<file path="src/rtl/hazard_ctrl_pkg.sv">
// Shared types for the EX-stage hazard sequencer: FSM encodings, forwarding
// select codes and the saturating counter helper.
package hazard_ctrl_pkg;

  typedef enum logic [1:0] {
    HZ_RUN        = 2'd0,
    HZ_LOAD_STALL = 2'd1,
    HZ_FLUSH      = 2'd2,
    HZ_MEM_WAIT   = 2'd3
  } hz_state_e;

  localparam logic [1:0] FWD_REG = 2'b00;
  localparam logic [1:0] FWD_EX  = 2'b01;
  localparam logic [1:0] FWD_MEM = 2'b10;

  // Remaining-cycle counter; wide enough for stall/flush lengths up to 4.
  localparam int CNT_W = 2;

  function automatic logic [31:0] sat_inc(input logic [31:0] v);
    return (v == 32'hFFFF_FFFF) ? v : v + 32'd1;
  endfunction

endpackage

</file>
<file path="src/rtl/hazard_ctrl_if.sv">
// Pipeline-side signal bundle of the hazard sequencer: stage status in,
// stall/flush/redirect/forwarding controls and debug counters out.
interface hazard_ctrl_if;

  logic        id_valid;
  logic [4:0]  id_rs;
  logic [4:0]  id_rt;
  logic        id_uses_rs;
  logic        id_uses_rt;
  logic        ex_valid;
  logic        ex_is_load;
  logic        ex_writes_reg;
  logic [4:0]  ex_dest;
  logic        mem_valid;
  logic        mem_writes_reg;
  logic [4:0]  mem_dest;
  logic        mem_busy;
  logic        bt;
  logic [31:0] bt_target;

  logic        pc_write;
  logic        ifid_write;
  logic        idex_bubble;
  logic        flush_ifid;
  logic        flush_idex;
  logic        pipe_hold;
  logic        pc_sel;
  logic [31:0] pc_target;
  logic [1:0]  fwd_rs;
  logic [1:0]  fwd_rt;
  logic [1:0]  state;
  logic [31:0] stall_cycles;
  logic [31:0] flush_events;

  modport master (
    output id_valid, id_rs, id_rt, id_uses_rs, id_uses_rt,
           ex_valid, ex_is_load, ex_writes_reg, ex_dest,
           mem_valid, mem_writes_reg, mem_dest, mem_busy, bt, bt_target,
    input  pc_write, ifid_write, idex_bubble, flush_ifid, flush_idex, pipe_hold,
           pc_sel, pc_target, fwd_rs, fwd_rt, state, stall_cycles, flush_events
  );

  modport slave (
    input  id_valid, id_rs, id_rt, id_uses_rs, id_uses_rt,
           ex_valid, ex_is_load, ex_writes_reg, ex_dest,
           mem_valid, mem_writes_reg, mem_dest, mem_busy, bt, bt_target,
    output pc_write, ifid_write, idex_bubble, flush_ifid, flush_idex, pipe_hold,
           pc_sel, pc_target, fwd_rs, fwd_rt, state, stall_cycles, flush_events
  );

endinterface

</file>
<file path="src/rtl/hazard_ctrl_fwd_sel.sv">
// ALU operand forwarding select for one source register; the younger EX
// result wins over MEM, and r0 is never forwarded.
module hazard_ctrl_fwd_sel
  import hazard_ctrl_pkg::*;
(
  input  logic [4:0] src,
  input  logic       ex_valid,
  input  logic       ex_writes_reg,
  input  logic [4:0] ex_dest,
  input  logic       mem_valid,
  input  logic       mem_writes_reg,
  input  logic [4:0] mem_dest,
  output logic [1:0] sel
);

  logic ex_hit;
  logic mem_hit;

  assign ex_hit  = ex_valid && ex_writes_reg && (ex_dest != 5'd0) && (ex_dest == src);
  assign mem_hit = mem_valid && mem_writes_reg && (mem_dest != 5'd0) && (mem_dest == src);
  assign sel     = ex_hit ? FWD_EX : (mem_hit ? FWD_MEM : FWD_REG);

endmodule

</file>
<file path="src/rtl/hazard_ctrl.sv">
// EX-stage pipeline sequencer: load-use bubbles, taken-branch flushes,
// data-memory freeze with pending-branch capture, forwarding and counters.
module hazard_ctrl
  import hazard_ctrl_pkg::*;
#(
  parameter int LOAD_STALL_CYCLES = 1,
  parameter int FLUSH_DEPTH       = 2
) (
  input  logic        clock,
  input  logic        reset,
  hazard_ctrl_if.slave hz
);

  hz_state_e          state_reg, state_next;
  hz_state_e          ret_reg, ret_next;
  hz_state_e          eff_state;
  logic [CNT_W-1:0]   cnt_reg, cnt_next;
  logic               pend_bt_reg, pend_bt_next;
  logic [31:0]        pend_tgt_reg, pend_tgt_next;
  logic [31:0]        stall_cnt_reg, stall_cnt_next;
  logic [31:0]        flush_cnt_reg, flush_cnt_next;

  logic               hazard;
  logic               branch_req;
  logic               pc_write_c, ifid_write_c, idex_bubble_c, flush_c, pipe_hold_c, pc_sel_c;
  logic [31:0]        pc_target_c;
  logic               branch_taken;

  logic [4:0]         fwd_src [2];
  logic [1:0]         fwd_out [2];

  assign hazard = hz.ex_valid && hz.ex_is_load && (hz.ex_dest != 5'd0) && hz.id_valid &&
                  ((hz.id_uses_rs && (hz.id_rs == hz.ex_dest)) ||
                   (hz.id_uses_rt && (hz.id_rt == hz.ex_dest)));

  assign branch_req = hz.bt || pend_bt_reg;

  // While frozen the FSM keeps its saved state; the cycle busy drops acts as that state.
  assign eff_state = (state_reg == HZ_MEM_WAIT) ? ret_reg : state_reg;

  always_comb begin
    state_next     = state_reg;
    ret_next       = ret_reg;
    cnt_next       = cnt_reg;
    pend_bt_next   = pend_bt_reg;
    pend_tgt_next  = pend_tgt_reg;
    pc_write_c     = 1'b1;
    ifid_write_c   = 1'b1;
    idex_bubble_c  = 1'b0;
    flush_c        = 1'b0;
    pipe_hold_c    = 1'b0;
    pc_sel_c       = 1'b0;
    pc_target_c    = 32'd0;
    branch_taken   = 1'b0;

    if (hz.mem_busy) begin
      pipe_hold_c  = 1'b1;
      pc_write_c   = 1'b0;
      ifid_write_c = 1'b0;
      state_next   = HZ_MEM_WAIT;
      ret_next     = eff_state;
      // Flush bubbles cannot branch, so a bt seen under a flush is not captured.
      if (hz.bt && !pend_bt_reg && (eff_state != HZ_FLUSH)) begin
        pend_bt_next  = 1'b1;
        pend_tgt_next = hz.bt_target;
      end
    end else if (eff_state == HZ_FLUSH) begin
      flush_c = 1'b1;
      if (cnt_reg <= CNT_W'(1)) begin
        state_next = HZ_RUN;
        cnt_next   = '0;
      end else begin
        state_next = HZ_FLUSH;
        cnt_next   = cnt_reg - CNT_W'(1);
      end
    end else if (branch_req) begin
      pc_sel_c     = 1'b1;
      pc_target_c  = pend_bt_reg ? pend_tgt_reg : hz.bt_target;
      flush_c      = 1'b1;
      branch_taken = 1'b1;
      pend_bt_next = 1'b0;
      if (FLUSH_DEPTH > 1) begin
        state_next = HZ_FLUSH;
        cnt_next   = CNT_W'(FLUSH_DEPTH - 1);
      end else begin
        state_next = HZ_RUN;
        cnt_next   = '0;
      end
    end else if (eff_state == HZ_LOAD_STALL) begin
      pc_write_c    = 1'b0;
      ifid_write_c  = 1'b0;
      idex_bubble_c = 1'b1;
      if (cnt_reg <= CNT_W'(1)) begin
        state_next = HZ_RUN;
        cnt_next   = '0;
      end else begin
        state_next = HZ_LOAD_STALL;
        cnt_next   = cnt_reg - CNT_W'(1);
      end
    end else if (hazard) begin
      pc_write_c    = 1'b0;
      ifid_write_c  = 1'b0;
      idex_bubble_c = 1'b1;
      if (LOAD_STALL_CYCLES > 1) begin
        state_next = HZ_LOAD_STALL;
        cnt_next   = CNT_W'(LOAD_STALL_CYCLES - 1);
      end else begin
        state_next = HZ_RUN;
        cnt_next   = '0;
      end
    end else begin
      state_next = HZ_RUN;
    end

    stall_cnt_next = pc_write_c ? stall_cnt_reg : sat_inc(stall_cnt_reg);
    flush_cnt_next = branch_taken ? sat_inc(flush_cnt_reg) : flush_cnt_reg;
  end

  always_ff @(posedge clock or posedge reset) begin
    if (reset) begin
      state_reg     <= HZ_RUN;
      ret_reg       <= HZ_RUN;
      cnt_reg       <= '0;
      pend_bt_reg   <= 1'b0;
      pend_tgt_reg  <= 32'd0;
      stall_cnt_reg <= 32'd0;
      flush_cnt_reg <= 32'd0;
    end else begin
      state_reg     <= state_next;
      ret_reg       <= ret_next;
      cnt_reg       <= cnt_next;
      pend_bt_reg   <= pend_bt_next;
      pend_tgt_reg  <= pend_tgt_next;
      stall_cnt_reg <= stall_cnt_next;
      flush_cnt_reg <= flush_cnt_next;
    end
  end

  assign fwd_src[0] = hz.id_rs;
  assign fwd_src[1] = hz.id_rt;

  for (genvar gi = 0; gi < 2; gi++) begin : g_fwd
    hazard_ctrl_fwd_sel u_fwd_sel (
      .src            (fwd_src[gi]),
      .ex_valid       (hz.ex_valid),
      .ex_writes_reg  (hz.ex_writes_reg),
      .ex_dest        (hz.ex_dest),
      .mem_valid      (hz.mem_valid),
      .mem_writes_reg (hz.mem_writes_reg),
      .mem_dest       (hz.mem_dest),
      .sel            (fwd_out[gi])
    );
  end

  // Reset forces the idle control pattern combinationally, not just after the next edge.
  assign hz.pc_write     = reset | pc_write_c;
  assign hz.ifid_write   = reset | ifid_write_c;
  assign hz.idex_bubble  = !reset && idex_bubble_c;
  assign hz.flush_ifid   = !reset && flush_c;
  assign hz.flush_idex   = !reset && flush_c;
  assign hz.pipe_hold    = !reset && pipe_hold_c;
  assign hz.pc_sel       = !reset && pc_sel_c;
  assign hz.pc_target    = reset ? 32'd0 : pc_target_c;
  assign hz.fwd_rs       = reset ? FWD_REG : fwd_out[0];
  assign hz.fwd_rt       = reset ? FWD_REG : fwd_out[1];
  assign hz.state        = state_reg;
  assign hz.stall_cycles = stall_cnt_reg;
  assign hz.flush_events = flush_cnt_reg;

endmodule

</file>
<file path="src/flat_wrapper.sv">
// flat-port wrapper written by rule: the top's interface ports become plain ports
module hazard_ctrl_flat import hazard_ctrl_pkg::*;
#(
  parameter int LOAD_STALL_CYCLES = 1,
  parameter int FLUSH_DEPTH       = 2
)
  (clock, reset, hz_id_valid, hz_id_rs, hz_id_rt, hz_id_uses_rs, hz_id_uses_rt, hz_ex_valid, hz_ex_is_load, hz_ex_writes_reg, hz_ex_dest, hz_mem_valid, hz_mem_writes_reg, hz_mem_dest, hz_mem_busy, hz_bt, hz_bt_target, hz_pc_write, hz_ifid_write, hz_idex_bubble, hz_flush_ifid, hz_flush_idex, hz_pipe_hold, hz_pc_sel, hz_pc_target, hz_fwd_rs, hz_fwd_rt, hz_state, hz_stall_cycles, hz_flush_events);
  hazard_ctrl_if hz_i ();
  input  logic clock;
  input  logic reset;
  input wire logic [$bits(hz_i.id_valid)-1:0] hz_id_valid;
  input wire logic [$bits(hz_i.id_rs)-1:0] hz_id_rs;
  input wire logic [$bits(hz_i.id_rt)-1:0] hz_id_rt;
  input wire logic [$bits(hz_i.id_uses_rs)-1:0] hz_id_uses_rs;
  input wire logic [$bits(hz_i.id_uses_rt)-1:0] hz_id_uses_rt;
  input wire logic [$bits(hz_i.ex_valid)-1:0] hz_ex_valid;
  input wire logic [$bits(hz_i.ex_is_load)-1:0] hz_ex_is_load;
  input wire logic [$bits(hz_i.ex_writes_reg)-1:0] hz_ex_writes_reg;
  input wire logic [$bits(hz_i.ex_dest)-1:0] hz_ex_dest;
  input wire logic [$bits(hz_i.mem_valid)-1:0] hz_mem_valid;
  input wire logic [$bits(hz_i.mem_writes_reg)-1:0] hz_mem_writes_reg;
  input wire logic [$bits(hz_i.mem_dest)-1:0] hz_mem_dest;
  input wire logic [$bits(hz_i.mem_busy)-1:0] hz_mem_busy;
  input wire logic [$bits(hz_i.bt)-1:0] hz_bt;
  input wire logic [$bits(hz_i.bt_target)-1:0] hz_bt_target;
  output wire logic [$bits(hz_i.pc_write)-1:0] hz_pc_write;
  output wire logic [$bits(hz_i.ifid_write)-1:0] hz_ifid_write;
  output wire logic [$bits(hz_i.idex_bubble)-1:0] hz_idex_bubble;
  output wire logic [$bits(hz_i.flush_ifid)-1:0] hz_flush_ifid;
  output wire logic [$bits(hz_i.flush_idex)-1:0] hz_flush_idex;
  output wire logic [$bits(hz_i.pipe_hold)-1:0] hz_pipe_hold;
  output wire logic [$bits(hz_i.pc_sel)-1:0] hz_pc_sel;
  output wire logic [$bits(hz_i.pc_target)-1:0] hz_pc_target;
  output wire logic [$bits(hz_i.fwd_rs)-1:0] hz_fwd_rs;
  output wire logic [$bits(hz_i.fwd_rt)-1:0] hz_fwd_rt;
  output wire logic [$bits(hz_i.state)-1:0] hz_state;
  output wire logic [$bits(hz_i.stall_cycles)-1:0] hz_stall_cycles;
  output wire logic [$bits(hz_i.flush_events)-1:0] hz_flush_events;
  assign hz_i.id_valid = hz_id_valid;
  assign hz_i.id_rs = hz_id_rs;
  assign hz_i.id_rt = hz_id_rt;
  assign hz_i.id_uses_rs = hz_id_uses_rs;
  assign hz_i.id_uses_rt = hz_id_uses_rt;
  assign hz_i.ex_valid = hz_ex_valid;
  assign hz_i.ex_is_load = hz_ex_is_load;
  assign hz_i.ex_writes_reg = hz_ex_writes_reg;
  assign hz_i.ex_dest = hz_ex_dest;
  assign hz_i.mem_valid = hz_mem_valid;
  assign hz_i.mem_writes_reg = hz_mem_writes_reg;
  assign hz_i.mem_dest = hz_mem_dest;
  assign hz_i.mem_busy = hz_mem_busy;
  assign hz_i.bt = hz_bt;
  assign hz_i.bt_target = hz_bt_target;
  assign hz_pc_write = hz_i.pc_write;
  assign hz_ifid_write = hz_i.ifid_write;
  assign hz_idex_bubble = hz_i.idex_bubble;
  assign hz_flush_ifid = hz_i.flush_ifid;
  assign hz_flush_idex = hz_i.flush_idex;
  assign hz_pipe_hold = hz_i.pipe_hold;
  assign hz_pc_sel = hz_i.pc_sel;
  assign hz_pc_target = hz_i.pc_target;
  assign hz_fwd_rs = hz_i.fwd_rs;
  assign hz_fwd_rt = hz_i.fwd_rt;
  assign hz_state = hz_i.state;
  assign hz_stall_cycles = hz_i.stall_cycles;
  assign hz_flush_events = hz_i.flush_events;
  hazard_ctrl #(.LOAD_STALL_CYCLES(LOAD_STALL_CYCLES), .FLUSH_DEPTH(FLUSH_DEPTH)) u_core (.clock(clock), .reset(reset), .hz(hz_i));
endmodule
</file>
<file path="config.mk">
export PLATFORM = sky130hd
export DESIGN_NAME = hazard_ctrl_flat
export DESIGN_NICKNAME = d
export VERILOG_FILES = /design/src/rtl/hazard_ctrl_pkg.sv /design/src/rtl/hazard_ctrl_if.sv /design/src/rtl/hazard_ctrl_fwd_sel.sv /design/src/rtl/hazard_ctrl.sv /design/src/flat_wrapper.sv
export SDC_FILE = /design/constraint.sdc
export NUM_CORES = 1
export LEC_CHECK = 0
export ABC_AREA = 1
export CAP_MARGIN = 20
export CORE_MARGIN = 2
export CORE_UTILIZATION = 42
export CTS_CLUSTER_SIZE = 20
export DETAILED_ROUTE_END_ITERATION = 8
export PLACE_DENSITY = 0.72
export SLEW_MARGIN = 20
export SYNTH_ARGS = -nofsm -noshare
export SYNTH_HDL_FRONTEND = slang
export SYNTH_SLANG_ARGS = --single-unit
</file>
<file path="constraint.sdc">
create_clock -name clock -period 5.09 [get_ports clock]
set_clock_uncertainty 0.1 [all_clocks]
set_input_delay 0.7635 -clock clock [delete_from_list [all_inputs] [get_ports clock]]
set_output_delay 0.7635 -clock clock [all_outputs]
set_load 0.005 [all_outputs]
</file>
**Word level (Yosys, flattened, before mapping)**

Index checks and enable logic that the tools add are counted.

- Bits in registers: 103
- Input bits: 64
- Output and inout port bits: 109
- Logic and storage cells: 106

- $add $sub $neg: 3
- Magnitude comparators: 1
- Eq/ne operators: 14
- Mux-type cells: 43
- Bitwise operators: 5
- Reductions and logical operators: 33

Operators by type and width:

| cell | number |
|---|---|
| $mux 32 | 5 |
| $add 32x1->32 const B | 2 |
| $eq 32x32->1 const B | 2 |
| $mux 2 | 16 |
| $eq 5x5->1 | 6 |
| $mux 1 | 22 |
| $logic_and 1x1->1 | 20 |
| $reduce_bool 5->1 | 2 |
| $reduce_and 2->1 | 4 |
| $eq 2x2->1 const B | 2 |
| $ne 2x2->1 const B | 2 |
| $not 1->1 | 4 |
| $reduce_bool 4->1 | 1 |
| $reduce_and 3->1 | 1 |
| $eq 2x1->1 const B | 1 |
| $le 2x1->1 const B | 1 |
| $logic_not 1->1 | 2 |
| $logic_or 1x1->1 | 2 |
| $ne 2x1->1 const B | 1 |
| $reduce_bool 2->1 | 1 |
| $sub 2x1->2 const B | 1 |
| $or 1x1->1 | 1 |

**Logic depth before layout (Yosys ltp)**

Gate-level depths: netlist (run 1).

- Word-level depth: 11
- Depth in mapped cells: 14
- Mapped depth without buffers: 13

**Cells and area by module**

From an unflattened synthesis (run 1), not the netlist that was laid out.

- Cells, all modules: 934
- Area, all modules: 6675.2 µm²

By module, submodules not included:

| module | instances | cells each | area an instance (µm²) | seq. area each (µm²) |
|---|---|---|---|---|
| hazard_ctrl | 1 | 812 | 6184.7 | 2577.5 |
| hazard_ctrl_fwd_sel | 2 | 61 | 245.2 | 0.0 |

**Worst setup path before layout (run 1)**

No wires, ideal clock.

- Path type: input to output
- From: in reset
- To: out hz_pc_write
- Arrival: 3.495 ns
- Required time: 4.227 ns
- Path slack: 0.732 ns
- Stages on the path: 3
- Buffers on the path: 1
- Cells stage by stage: inv_1 nand2_1 buf_4

- Cells in the longest elaborated chain, start to end: 1

RTL lines:

| element | RTL line | source |
|---|---|---|
| start, declared | flat_wrapper.sv:10 | `input logic reset;` |
| $or 1x1->1 | n/a |  |
| end, declared | flat_wrapper.sv:26 | `output wire logic [$bits(hz_i.pc_write)-1:0] hz_pc_write;` |

No other way between the ends.

**Worst setup path after layout (run 1)**

- From: in hz_ex_dest[0]
- To: out hz_ifid_write

- Cells in the longest elaborated chain, start to end: 10
- Elaborated cells on any way between the ends: 15
- Classes of those cells: 2 x eq/ne; 5 x mux; 1 x bitwise; 7 x reduce/logical

RTL lines:

| element | RTL line | source |
|---|---|---|
| start, declared | flat_wrapper.sv:19 | `input wire logic [$bits(hz_i.ex_dest)-1:0] hz_ex_dest;` |
| $eq 5x5->1 (tied with other cells) | hazard_ctrl.sv:33 | `((hz.id_uses_rs && (hz.id_rs == hz.ex_dest)) \|\|` |
| $logic_and 1x1->1 (on tied branches) | hazard_ctrl.sv:33, hazard_ctrl.sv:32, hazard_ctrl.sv:34 |  |
| $logic_or 1x1->1 or $logic_and 1x1->1 (tied branches) | hazard_ctrl.sv:33, hazard_ctrl.sv:32 |  |
| $logic_and 1x1->1 (*) | hazard_ctrl.sv:32 | `assign hazard = hz.ex_valid && hz.ex_is_load && (hz.ex_dest != 5'd0) && hz.id_valid &&` |
| $mux 1 (*) | hazard_ctrl.sv:100 | `end else if (hazard) begin` |
| $mux 1 (*) | hazard_ctrl.sv:89 | `end else if (eff_state == HZ_LOAD_STALL) begin` |
| $mux 1 (*) | hazard_ctrl.sv:76 | `end else if (branch_req) begin` |
| $mux 1 (*) | hazard_ctrl.sv:67 | `end else if (eff_state == HZ_FLUSH) begin` |
| $mux 1 (*) | hazard_ctrl.sv:56 | `if (hz.mem_busy) begin` |
| $or 1x1->1 (*) | hazard_ctrl.sv:157 | `assign hz.ifid_write = reset \| ifid_write_c;` |
| end, declared | flat_wrapper.sv:27 | `output wire logic [$bits(hz_i.ifid_write)-1:0] hz_ifid_write;` |

Every way passes the cells marked *; elsewhere a longest branch is shown, timed or not.

==> results of run 1 <==
[per-stage QoR]
| stage | hold WS (ns) | util [%] |
|---|---|---|
| 6_report | 0.384 | 57.3 |
| 5_1_grt | 0.409 | 57.3 |
| 4_1_cts | 0.385 | 57.3 |
| 3_5_place_dp | 0.368 | 55.4 |
| 3_3_place_gp | 0.371 | 55.4 |
| 2_1_floorplan | 0.348 | - |
[worst max-delay path, stage by stage]
cell and delay, ns:
clkdlybuf4s50_1 0.51, inv_1 0.08, nand2_1 0.06, nand2_1 0.05, nor2_1 0.15, nand4_1 0.10
nand2_1 0.08, nand2_1 0.07, nand2_1 0.06, nand2_1 0.07, nand2_2 0.11, nand2_1 0.12
clkdlybuf4s50_1 0.48
[power breakdown]
group          switching (mW)  internal (mW)  leakage, nW
clock network           0.319          0.335        0.134
logic                   0.349          0.415         2.24
registers               0.143           1.00         1.33
[logic make-up (layout without fill, tap and decap cells)]
| group | count (synthesis) | count (layout) |
|---|---|---|
| flops | 103 | 103 |
| simple gates | 429 | 429 |
| xor+xnor | 62 | 62 |
| fa+ha+maj | 4 | 4 |
| compound gates | 53 | 53 |
| mux | 32 | 32 |
| buf+inv | 87 | 253 |
[per-layer routing]
metal	GRT usage (%)	up-vias	routed length (um)
met5	0	-	0
met3	4.15	18	906
li1	-	2840	-
met1	28.3	2633	7270
met4	6.73	0	236
met2	34.0	168	7530
[cell usage in the layout (no fill, tap or decap), types with 2 or more instances in the layout]
master / Yosys / layout
o2111ai_1: 2 / 2
clkdlybuf4s50_1: 0 / 172
clkinv_4: 0 / 2
nor2_1: 98 / 97
nor2_4: 2 / 2
clkbuf_16: 0 / 9
nor4_1: 8 / 8
xnor2_1: 20 / 20
nand3_1: 65 / 65
mux2_2: 32 / 32
nand2_4: 2 / 2
nand2_1: 207 / 206
o21ai_0: 10 / 10
o22ai_1: 3 / 3
nor2_2: 5 / 6
ha_1: 4 / 4
clkinv_2: 0 / 2
nand3_2: 3 / 3
a21oi_1: 4 / 4
buf_4: 3 / 6
nand2_2: 1 / 2
nor3_1: 22 / 22
nand4_1: 12 / 12
xor2_1: 42 / 42
a22oi_1: 32 / 32
dfrtp_1: 103 / 103
inv_1: 57 / 56
[worst max-delay path by stage]
stage                              from          endpoint  slack [ns]  cells after the start
after floorplan                   reset       hz_pc_write        0.73                      3
after global placement            reset  hz_pc_target[17]        1.38                      5
after detailed placement          reset  hz_pc_target[23]        1.24                      5
after CTS                         reset  hz_pc_target[23]        1.24                      5
after global routing      hz_ex_dest[0]     hz_ifid_write        1.31                     13
final                     hz_ex_dest[0]     hz_ifid_write        1.53                     13
[cell type report]
type	count	area [um^2]	area share, %
multi-input combinational	580	3190	38.6
sequential	103	2580	31.2
timing repair buffer	178	1770	21.4
tap	184	230	2.79
clock buffer	10	229	2.77
inverter	59	224	2.71
clock inverter	6	46.3	0.560
==> results by group, run 1 <==
Route
  – Vias/cell: roughly 5
  – Initial DRC count: between 200 and 300
  – Post-DR wirelength/cell: 14.2 um
  – Final wirelength: roughly 16 mm
  – DR vias: 5659
  – Pre-Repair DR Iteration Count: 5
  – Post-route ant nets: 0
  – # DRC: 0

Logic synthesis
  – Most common cell in the netlist: nand2_1
  – Synthesized Nets: around 840
  – Syn Inst Count: 770
  – Post-synthesis mux area share: 5.87%
  – Synth top area share: 42.0%
  – Synth Area in Adders: 0.815%
  – Synth unique cells: 35
  – Flops & latches, synth: 103
  – Cell area after synthesis: 0.00614 mm^2
  – Ys async rst share: 100%
  – Synth Flop Type: dfrtp_1
  – Syn_area_per_cell: 7.98 um^2
  – Sequential fraction of the synthesis area: 42.0%
  – Post-synth EDFFs: 0
  – Synth top cells by count: 207 x nand2_1, 103 x dfrtp_1, 98 x nor2_1
  – Post-synth top area cell: dfrtp_1
  – Synth warn: 0
  – Simple-gate share of the synthesized area: between 30% and 40%
  – Synth Area in XOR/XNOR: 8.84%
  – Largest family of logic cells by synthesized area: simple AND/OR/NAND/NOR gates
  – Compound-Gate Fraction of Synth Area: under 10%
  – Top post-synthesis cells by area: dfrtp_1 42%, nand2_1 13%, nor2_1 6.0%

Worst setup path
  – Crit path required time: 4.23 ns
  – Reg2reg end: u_core.hz.stall_cycles[15]
  – FF-to-FF setup slack: 2.43 ns
  – RR Startpoint: u_core.ret_reg[1]
  – Arr. time, crit path: about 2.7 ns
  – Crit. End Element: primary output
  – Startpoint types: input pin
  – R2R cell count: 10
  – CP Max Fanout: 3
  – Setup CP Type: input pin to primary output

Clocking
  – Clock tree buffer depth: 2
  – Clock slew at reported path FFs: about 0.070 ns
  – Cells resized by post-CTS repair: 0
  – CTS Hold Bufs: 0
  – Post-CTS setup buffers: 0
  – H-tree lvl count: 3
  – Sink Count: between 100 and 150
  – CTS tree: built
  – Total CTS buffers: 9
  – Clock latency at the later pin of the worst-skew pair: approximately 0.36 ns
  – CTS root buf: clkbuf_16

Power
  – VDD IR max: 163 uV
  – LEAKAGE: 3.70 nW
  – P per Cell Area: 310 mW/mm^2
  – Pwr Total: about 2.6 mW

Placement
  – HPWL Detailed: 11.6 mm
  – DP Worst Slack: 1.24 ns
  – Dpl cells: roughly 1100
  – Area of placed instances: 0.00798 mm^2
  – Port bufs: between 150 and 200
  – GPL Wtd Cong: 0.858

Floorplan
  – Die Y: 125 um
  – Initial Utilization: between 40% and 50%
  – Rows: 44
  – IO Count: approximately 170
  – Die area: between 0.015 and 0.02 mm^2
  – Core box area: 0.0144 mm^2
  – Die width: approximately 120 um

Finish
  – Synth-to-Final Area Change: 34.5%
  – # diodes: 0
  – Post-route insts no fill: 1120
  – Nets@finish: around 1000
  – Fillcell total: 1352
  – Cell area after layout: about 0.0083 mm^2
  – Share of layout cells above drive strength 1: about 7.7%

Min path
  – Worst Hold Depth: 2
  – Hold path endpoint: u_core.ret_reg[1]
  – Hold WC Path Type: flip-flop to flip-flop
  – Hold path start: u_core.ret_reg[1]

STA
  – Peak Freq: 0.281 GHz
  – Worst Tran Pin Value: 0.742 ns
  – Final Critical Period: 3.56 ns
  – Final hold violations: 0
  – RSZ-0062 raised after global routing: no
  – Setup TNS: 0 ns
  – Final WS setup: approximately 1.5 ns
  – Final setup fails: 0
  – Crit share post-route: 69.8%
  – Slew HR: 50.4%
  – Slew Viols, Final: 0

Global routing
  – GRT Util Overall: 20.9%
  – GRT Residual Overflow: 0
  – First-pass GRT wire length: 26.9 mm
  – Vias in the first global route: 5440
  – Pin count of the biggest net entering global routing: 46
  – Antenna violations before repair: 0

Outcome
  – Status: finished clean

Job
  – Max-cap viol count: 0
Power figures use the tool's default switching activity.
==> inputs of run 2 (changes only) <==
--- a/config.mk
+++ b/config.mk
@@ -11,7 +11,7 @@
 export CORE_UTILIZATION = 42
 export CTS_CLUSTER_SIZE = 20
 export DETAILED_ROUTE_END_ITERATION = 8
-export PLACE_DENSITY = 0.72
+export PLACE_DENSITY = 0.74
 export SLEW_MARGIN = 20
 export SYNTH_ARGS = -nofsm -noshare
 export SYNTH_HDL_FRONTEND = slang
==> constraint.sdc (replaced) <==
create_clock -name clock -period 3.1 [get_ports clock]
set_clock_uncertainty 0.1 [all_clocks]
set_input_delay 0.465 -clock clock [delete_from_list [all_inputs] [get_ports clock]]
set_output_delay 0.465 -clock clock [all_outputs]
set_load 0.005 [all_outputs]
==> run 2 against run 1 <==
Against the previous run: clock power grew 73%; utilization grew 0.69 points; design area grew 1.2%; combinational power grew 70%; hold slack gained 0.018 ns; sequential power grew 63%; clock-buffer cell count shrank 1; die area is the same; via count grew 1.1%; largest cell class unchanged; first-iteration DRC count grew 20%; critical endpoint unchanged; sequential share of layout area shrank 0.37 points.
==> results by group, run 2 (synthesis gave the netlist of run 1 again) <==
Floorplan
  – Core box area: 0.0144 mm^2 (unchanged)
  – Die area: 0.0156 mm^2 (unchanged)
  – Rows: 44 (unchanged)
  – Initial Utilization: 42.6% (unchanged)
  – IO Count: 173 (unchanged)
  – Die Y: 125 um (unchanged)
  – Die width: 125 um (unchanged)

Placement
  – Area of placed instances: 0.00804 mm^2 (+0.64%)
  – GPL Wtd Cong: 0.913 (+6.4%)
  – Port bufs: 172 (unchanged)
  – HPWL Detailed: 11.7 mm (+1.0%)

Finish
  – Synth-to-Final Area Change: 36.1%
  – # diodes: 0 (unchanged)
  – Share of layout cells above drive strength 1: 8.71% (+1.0 points)
  – Layout Utilization: 58.0% (+0.69 points)
  – Nets@finish: 1004 (+0.50%)
  – Most frequent cells in the layout: 206 x nand2_1, 170 x clkdlybuf4s50_1, 103 x dfrtp_1
  – Cell area after layout: 0.00836 mm^2 (+1.2%)
  – Most common cell after layout, fill and taps aside: nand2_1

STA
  – Crit share post-route: 93.7%
  – Worst Tran Pin Value: 0.580 ns (-0.162 ns)
  – RSZ-0062 raised after global routing: no
  – Slew Viols, Final: 0 (unchanged)
  – Final Critical Period: 2.90 ns
  – Peak Freq: ~0.34 GHz
  – Setup TNS: 0 ns (unchanged)
  – Hold Slack: 0.402 ns (+0.0181 ns)
  – Final hold violations: 0 (unchanged)
  – Slew HR: 61.3% (+11 points)
  – Final setup fails: 0 (unchanged)

Global routing
  – GR Util met1: 29.6% (+1.3 points)
  – GRT Util Overall: 20.7% (-0.22 points)
  – GRT Max-Usage Layer: met2
  – Vias in the first global route: 5290 (-2.8%)
  – Grt met2 use: 32.0% (-1.9 points)
  – Pin count of the biggest net entering global routing: 46 (unchanged)
  – Antenna violations before repair: 0 (unchanged)
  – GRT met3 Usage: 3.00% (-1.2 points)
  – GRT Residual Overflow: 0 (unchanged)
  – First-pass GRT wire length: 26.6 mm (-1.1%)

Clocking
  – Total CTS buffers: 9 (unchanged)
  – Clock slew at reported path FFs: 0.08 ns (about the same)
  – Post-CTS setup buffers: 0 (unchanged)
  – CTS tree: built
  – H-tree lvl count: 3 (unchanged)
  – CTS root buf: clkbuf_16
  – Clock latency at the later pin of the worst-skew pair: 0.35 ns (about the same)
  – Clock tree buffer depth: 2 (unchanged)
  – Sink Count: 103 (unchanged)

Power
  – P per Cell Area: 514 mW/mm^2 (+66%)
  – Logic gate share of total power: 30.3% (+0.5 points)
  – P_sw: 1.38 mW (+70%)
  – Switching share of power: 32.1% (+0.41 points)
  – LEAKAGE: 3.77 nW (+1.7%)
  – VDD IR max: 287 uV (+76%)
  – Seq pwr share: 43.4% (-1.3 points)
  – Internal power: 2.92 mW (+67%)
  – Clock power share: 26.3% (+0.8 points)

Route
  – Post-route ant nets: 0 (unchanged)
  – Final wirelength: 16.1 mm (+1.2%)
  – # DRC: 0 (unchanged)
  – Post-DR wirelength/cell: 14.3 um (+0.73%)
  – Initial DRC count: 344 (+20%)
  – Pre-Repair DR Iteration Count: 4 (-1)
  – Vias/cell: 5.09 (+0.68%)
  – DR vias: 5723 (+1.1%)

Job
  – Max-cap viol count: 0 (unchanged)

Worst setup path
  – Arr. time, crit path: 2.34 ns (-0.35 ns)
  – Setup CP Type: input pin to primary output
  – Crit. End Element: primary output
  – Crit path required time: 2.53 ns (-1.70 ns)
  – Startpoint types: input pin
  – CP Max Fanout: 4 (+1)

Min path
  – Hold WC Path Type: flip-flop to flip-flop

Outcome
  – Status: finished clean
==> run 2: cell types whose count changed in the layout (fill, tap and decap cells not counted), sizes merged <==
cell / previous run / this run
clkbuf: 10 / 9
clkinv: 5 / 4
clkdlybuf4s50: 172 / 170
dlymetal6s2s: 0 / 2
buf: 6 / 11
inv: 59 / 60
clkinvlp: 1 / 2
==> run 2: worst paths after layout <==
path / start / end / slack (ns) / cells past startpoint
worst min-delay path: u_core.hz.flush_events[4] / u_core.hz.flush_events[4] / 0.40 / 1
worst max-delay path: hz_ex_dest[2] / hz_ifid_write / 0.20 / 11
min in group asynchronous: reset / u_core.pend_tgt_reg[26] / 0.64 / 3
worst max register to register: u_core.hz.state[1] / u_core.hz.flush_events[30] / 0.64 / 11
max in group asynchronous: reset / u_core.pend_tgt_reg[16] / 1.18 / 4
worst min register to register: u_core.hz.flush_events[4] / u_core.hz.flush_events[4] / 0.40 / 1
==> run 2: power groups by stage <==
stage	sequential, mW	combinational, mW	clock [mW]
3_5_place_dp	1.88	1.30	0
5_1_grt	1.91	1.43	1.23
2_1_floorplan	1.84	0.800	0
4_1_cts	1.86	1.30	1.16
6_report	1.87	1.30	1.13
3_3_place_gp	1.87	1.28	0
==> run 2: timing repair <==
| action | 4_1_cts | 5_1_grt |
|---|---|---|
| endpoints found under the setup margin | 0 | 35 |
| resized for setup | 0 | 9 |
| hold endpoints to repair | 0 | 0 |
| hold buffers | 0 | 0 |
==> run 2: area by class of cell <==
cell class	count	area (um^2)
fillers	1279	6060
multi-input cells	580	3200
flip-flops and latches	103	2580
repair buffers	183	1830
well taps	184	230
clock buffers	9	225
inverters	59	225
clock inverters	7	75.1
==> run 2: per-layer routing <==
| metal | part of all wire, % | vias to the layer above | wire length, um |
|---|---|---|---|
| li1 | - | 2851 | - |
| met1 | 47 | 2674 | 7630 |
| met2 | 46 | 174 | 7390 |
| met3 | 4.7 | 24 | 766 |
| met4 | 2.1 | 0 | 340 |
| met5 | 0 | - | 0 |
==> run 2: per-stage QoR <==
step | std cells | total power, mW | setup slack (ns)
2_1_floorplan | 770 | 2.64 | 0.0968
3_3_place_gp | 1109 | 3.14 | 0.156
3_5_place_dp | 1109 | 3.18 | 0.139
4_1_cts | 1125 | 4.33 | 0.0183
5_1_grt | 1125 | 4.57 | 0.00443
6_report | 1125 | 4.30 | 0.196
==> run 2: worst max-delay path, stage by stage <==
cell and delay [ns]:
clkdlybuf4s50_1 0.47, nor3_1 0.26, nand3_1 0.13, nand2_1 0.08
nor2_1 0.04, nand2_1 0.07, nand2_1 0.05, nand2_1 0.09
nand2_2 0.07, nand2_2 0.11, clkdlybuf4s50_1 0.51
==> inputs of run 3 (changes only) <==
--- a/config.mk
+++ b/config.mk
@@ -9,9 +9,11 @@
 export CAP_MARGIN = 20
 export CORE_MARGIN = 2
 export CORE_UTILIZATION = 42
-export CTS_CLUSTER_SIZE = 20
+export CTS_CLUSTER_SIZE = 24
 export DETAILED_ROUTE_END_ITERATION = 8
+export HOLD_SLACK_MARGIN = 0.02
 export PLACE_DENSITY = 0.74
+export SKIP_LAST_GASP = 1
 export SLEW_MARGIN = 20
 export SYNTH_ARGS = -nofsm -noshare
 export SYNTH_HDL_FRONTEND = slang
==> run 3 against run 2 <==
Against the previous run: wire length about the same; critical path depth unchanged; sequential power about the same; register-to-register slack about the same; hold slack unchanged; setup slack about the same; fmax about the same; clock power about the same; utilization about the same; sequential cell count unchanged; power about the same; critical endpoint unchanged.
==> results by group, run 3 (synthesis gave the netlist of run 1 again) <==
Power
  – Seq pwr share: 43.4% (about the same)
  – LEAKAGE: 3.76 nW (-0.24%)
  – Internal power: 2.92 mW (about the same)
  – Switching share of power: 32.0% (about the same)
  – Logic gate share of total power: 30.3% (about the same)
  – P per Cell Area: 514 mW/mm^2 (about the same)
  – Clock power share: 26.3% (about the same)
  – Pwr Total: 4.30 mW (about the same)
  – P_sw: 1.38 mW (about the same)
  – VDD IR max: 287 uV (unchanged)

STA
  – Slew HR: 61.3% (unchanged)
  – Final setup fails: 0 (unchanged)
  – Hold Slack: 0.402 ns (unchanged)
  – Slew Viols, Final: 0 (unchanged)
  – Final hold violations: 0 (unchanged)
  – Worst Tran Pin Value: 0.580 ns (unchanged)
  – Crit share post-route: 93.7% (about the same)
  – RSZ-0062 raised after global routing: yes
  – Peak Freq: 0.344 GHz (about the same)
  – Setup TNS: 0 ns (unchanged)
  – Final Critical Period: 2.90 ns (+0.000491 ns)

Route
  – Initial DRC count: 344 (unchanged)
  – Final wirelength: 16.1 mm (about the same)
  – Post-DR wirelength/cell: 14.3 um (about the same)
  – Vias/cell: 5.09 (about the same)
  – DR vias: 5721 (-0.035%)
  – Post-route ant nets: 0 (unchanged)
  – Pre-Repair DR Iteration Count: 4 (unchanged)
  – # DRC: 0 (unchanged)

Clocking
  – H-tree lvl count: 3 (unchanged)
  – Clock latency at the later pin of the worst-skew pair: 0.35 ns (about the same)
  – Post-CTS setup buffers: 0 (unchanged)
  – Total CTS buffers: 9 (unchanged)
  – Clock slew at reported path FFs: 0.08 ns (about the same)
  – CTS root buf: clkbuf_16
  – Clock tree buffer depth: 2 (unchanged)
  – CTS tree: built
  – Sink Count: 103 (unchanged)

Worst setup path
  – R2R cell count: 11 (unchanged)
  – Crit path required time: 2.53 ns (about the same)
  – Setup CP Type: input pin to primary output
  – RR Startpoint: u_core.hz.state[1]
  – Crit. End Element: primary output
  – CP Max Fanout: 4 (unchanged)
  – CP startpoint: hz_ex_dest[3]
  – Startpoint types: input pin
  – Arr. time, crit path: 2.34 ns (about the same)
  – Reg2reg end: u_core.hz.flush_events[30]
  – FF-to-FF setup slack: 0.64 ns (about the same)

Global routing
  – Vias in the first global route: 5290 (unchanged)
  – Antenna violations before repair: 0 (unchanged)
  – Pin count of the biggest net entering global routing: 46 (unchanged)
  – GRT Residual Overflow: 0 (unchanged)
  – First-pass GRT wire length: 26.6 mm (unchanged)
  – GRT Util Overall: 20.7% (unchanged)

Min path
  – Worst Hold Depth: 1 (unchanged)
  – Hold path endpoint: u_core.hz.flush_events[4]
  – Hold WC Path Type: flip-flop to flip-flop
  – Hold path start: u_core.hz.flush_events[4]

Finish
  – Synth-to-Final Area Change: 36.1% (about the same)
  – Nets@finish: 1004 (unchanged)
  – Most frequent cells in the layout: 206 x nand2_1, 171 x clkdlybuf4s50_1, 103 x dfrtp_1
  – Share of layout cells above drive strength 1: 8.71% (unchanged)
  – Cell area after layout: 0.00836 mm^2 (about the same)
  – Layout Utilization: 58.0% (about the same)
  – Fillcell total: 1280 (+0.078%)
  – # diodes: 0 (unchanged)
  – Most common cell after layout, fill and taps aside: nand2_1

Placement
  – HPWL Detailed: 11.7 mm (unchanged)
  – Area of placed instances: 0.00804 mm^2 (unchanged)
  – Port bufs: 172 (unchanged)
  – GPL Wtd Cong: 0.913 (unchanged)

Floorplan
  – Core box area: 0.0144 mm^2 (unchanged)
  – IO Count: 173 (unchanged)
  – Rows: 44 (unchanged)
  – Die width: 125 um (unchanged)
  – Initial Utilization: 42.6% (unchanged)
  – Die area: 0.0156 mm^2 (unchanged)
  – Die Y: 125 um (unchanged)

Job
  – Max-cap viol count: 0 (unchanged)

Outcome
  – Status: finished clean
==> run 3: cell count changes in the layout (fill, tap and decap cells not counted) <==
cell,change
clkdlybuf4s50_1,+1
dlymetal6s2s_1,-1
==> run 3: worst max path at each step <==
stage | to | slack, ns | depth (start not counted)
5_1_grt | hz_ifid_write | -0.008 | 13
4_1_cts | hz_ifid_write | 0.02 | 8
3_3_place_gp | hz_pc_write | 0.16 | 11
6_report | hz_ifid_write | 0.20 | 11
2_1_floorplan | hz_pc_write | 0.1 | 3
3_5_place_dp | hz_ifid_write | 0.14 | 13
==> run 3: worst max-delay path, cell delays in order <==
cell and delay (ns):
clkdlybuf4s50_1 0.46, nor3_1 0.27, nand3_1 0.13, nand2_1 0.08
nor2_1 0.04, nand2_1 0.07, nand2_1 0.05, nand2_1 0.08
nand2_2 0.07, nand2_2 0.11, clkdlybuf4s50_1 0.51
==> run 3: power groups by stage <==
stage                     clock, mW  sequential, mW  combinational, mW
after floorplan                   0            1.84              0.800
after global placement            0            1.87               1.28
after detailed placement          0            1.88               1.30
after CTS                      1.16            1.86               1.30
after global routing           1.23            1.91               1.43
final                          1.13            1.87               1.30
==> run 3: final cells by class <==
class	count	area [um^2]	area share (%)
repair buffers	183	1820	21.8
flip-flops and latches	103	2580	30.8
inverters	59	225	2.69
well taps	184	230	2.75
multi-input cells	580	3200	38.3
clock buffers	9	225	2.69
clock inverters	7	75.1	0.898
==> run 3: repair_timing <==
action,CTS,global route
setup endpoints to repair,0,35
hold buffers,0,0
gates resized for setup,0,8
==> run 3: layer usage <==
layer | part of all wire [%] | GRT usage (%)
met2 | 46 | 32.0
met4 | 2.1 | 7.65
met1 | 47 | 29.6
met3 | 4.7 | 3.00
met5 | 0 | 0
==> run 3: stage by stage <==
step	setup WS, ns	cells
after floorplan	0.0968	770
after global placement	0.156	1109
after detailed placement	0.139	1109
after CTS	0.0183	1125
after global routing	-0.00776	1125
final	0.196	1125
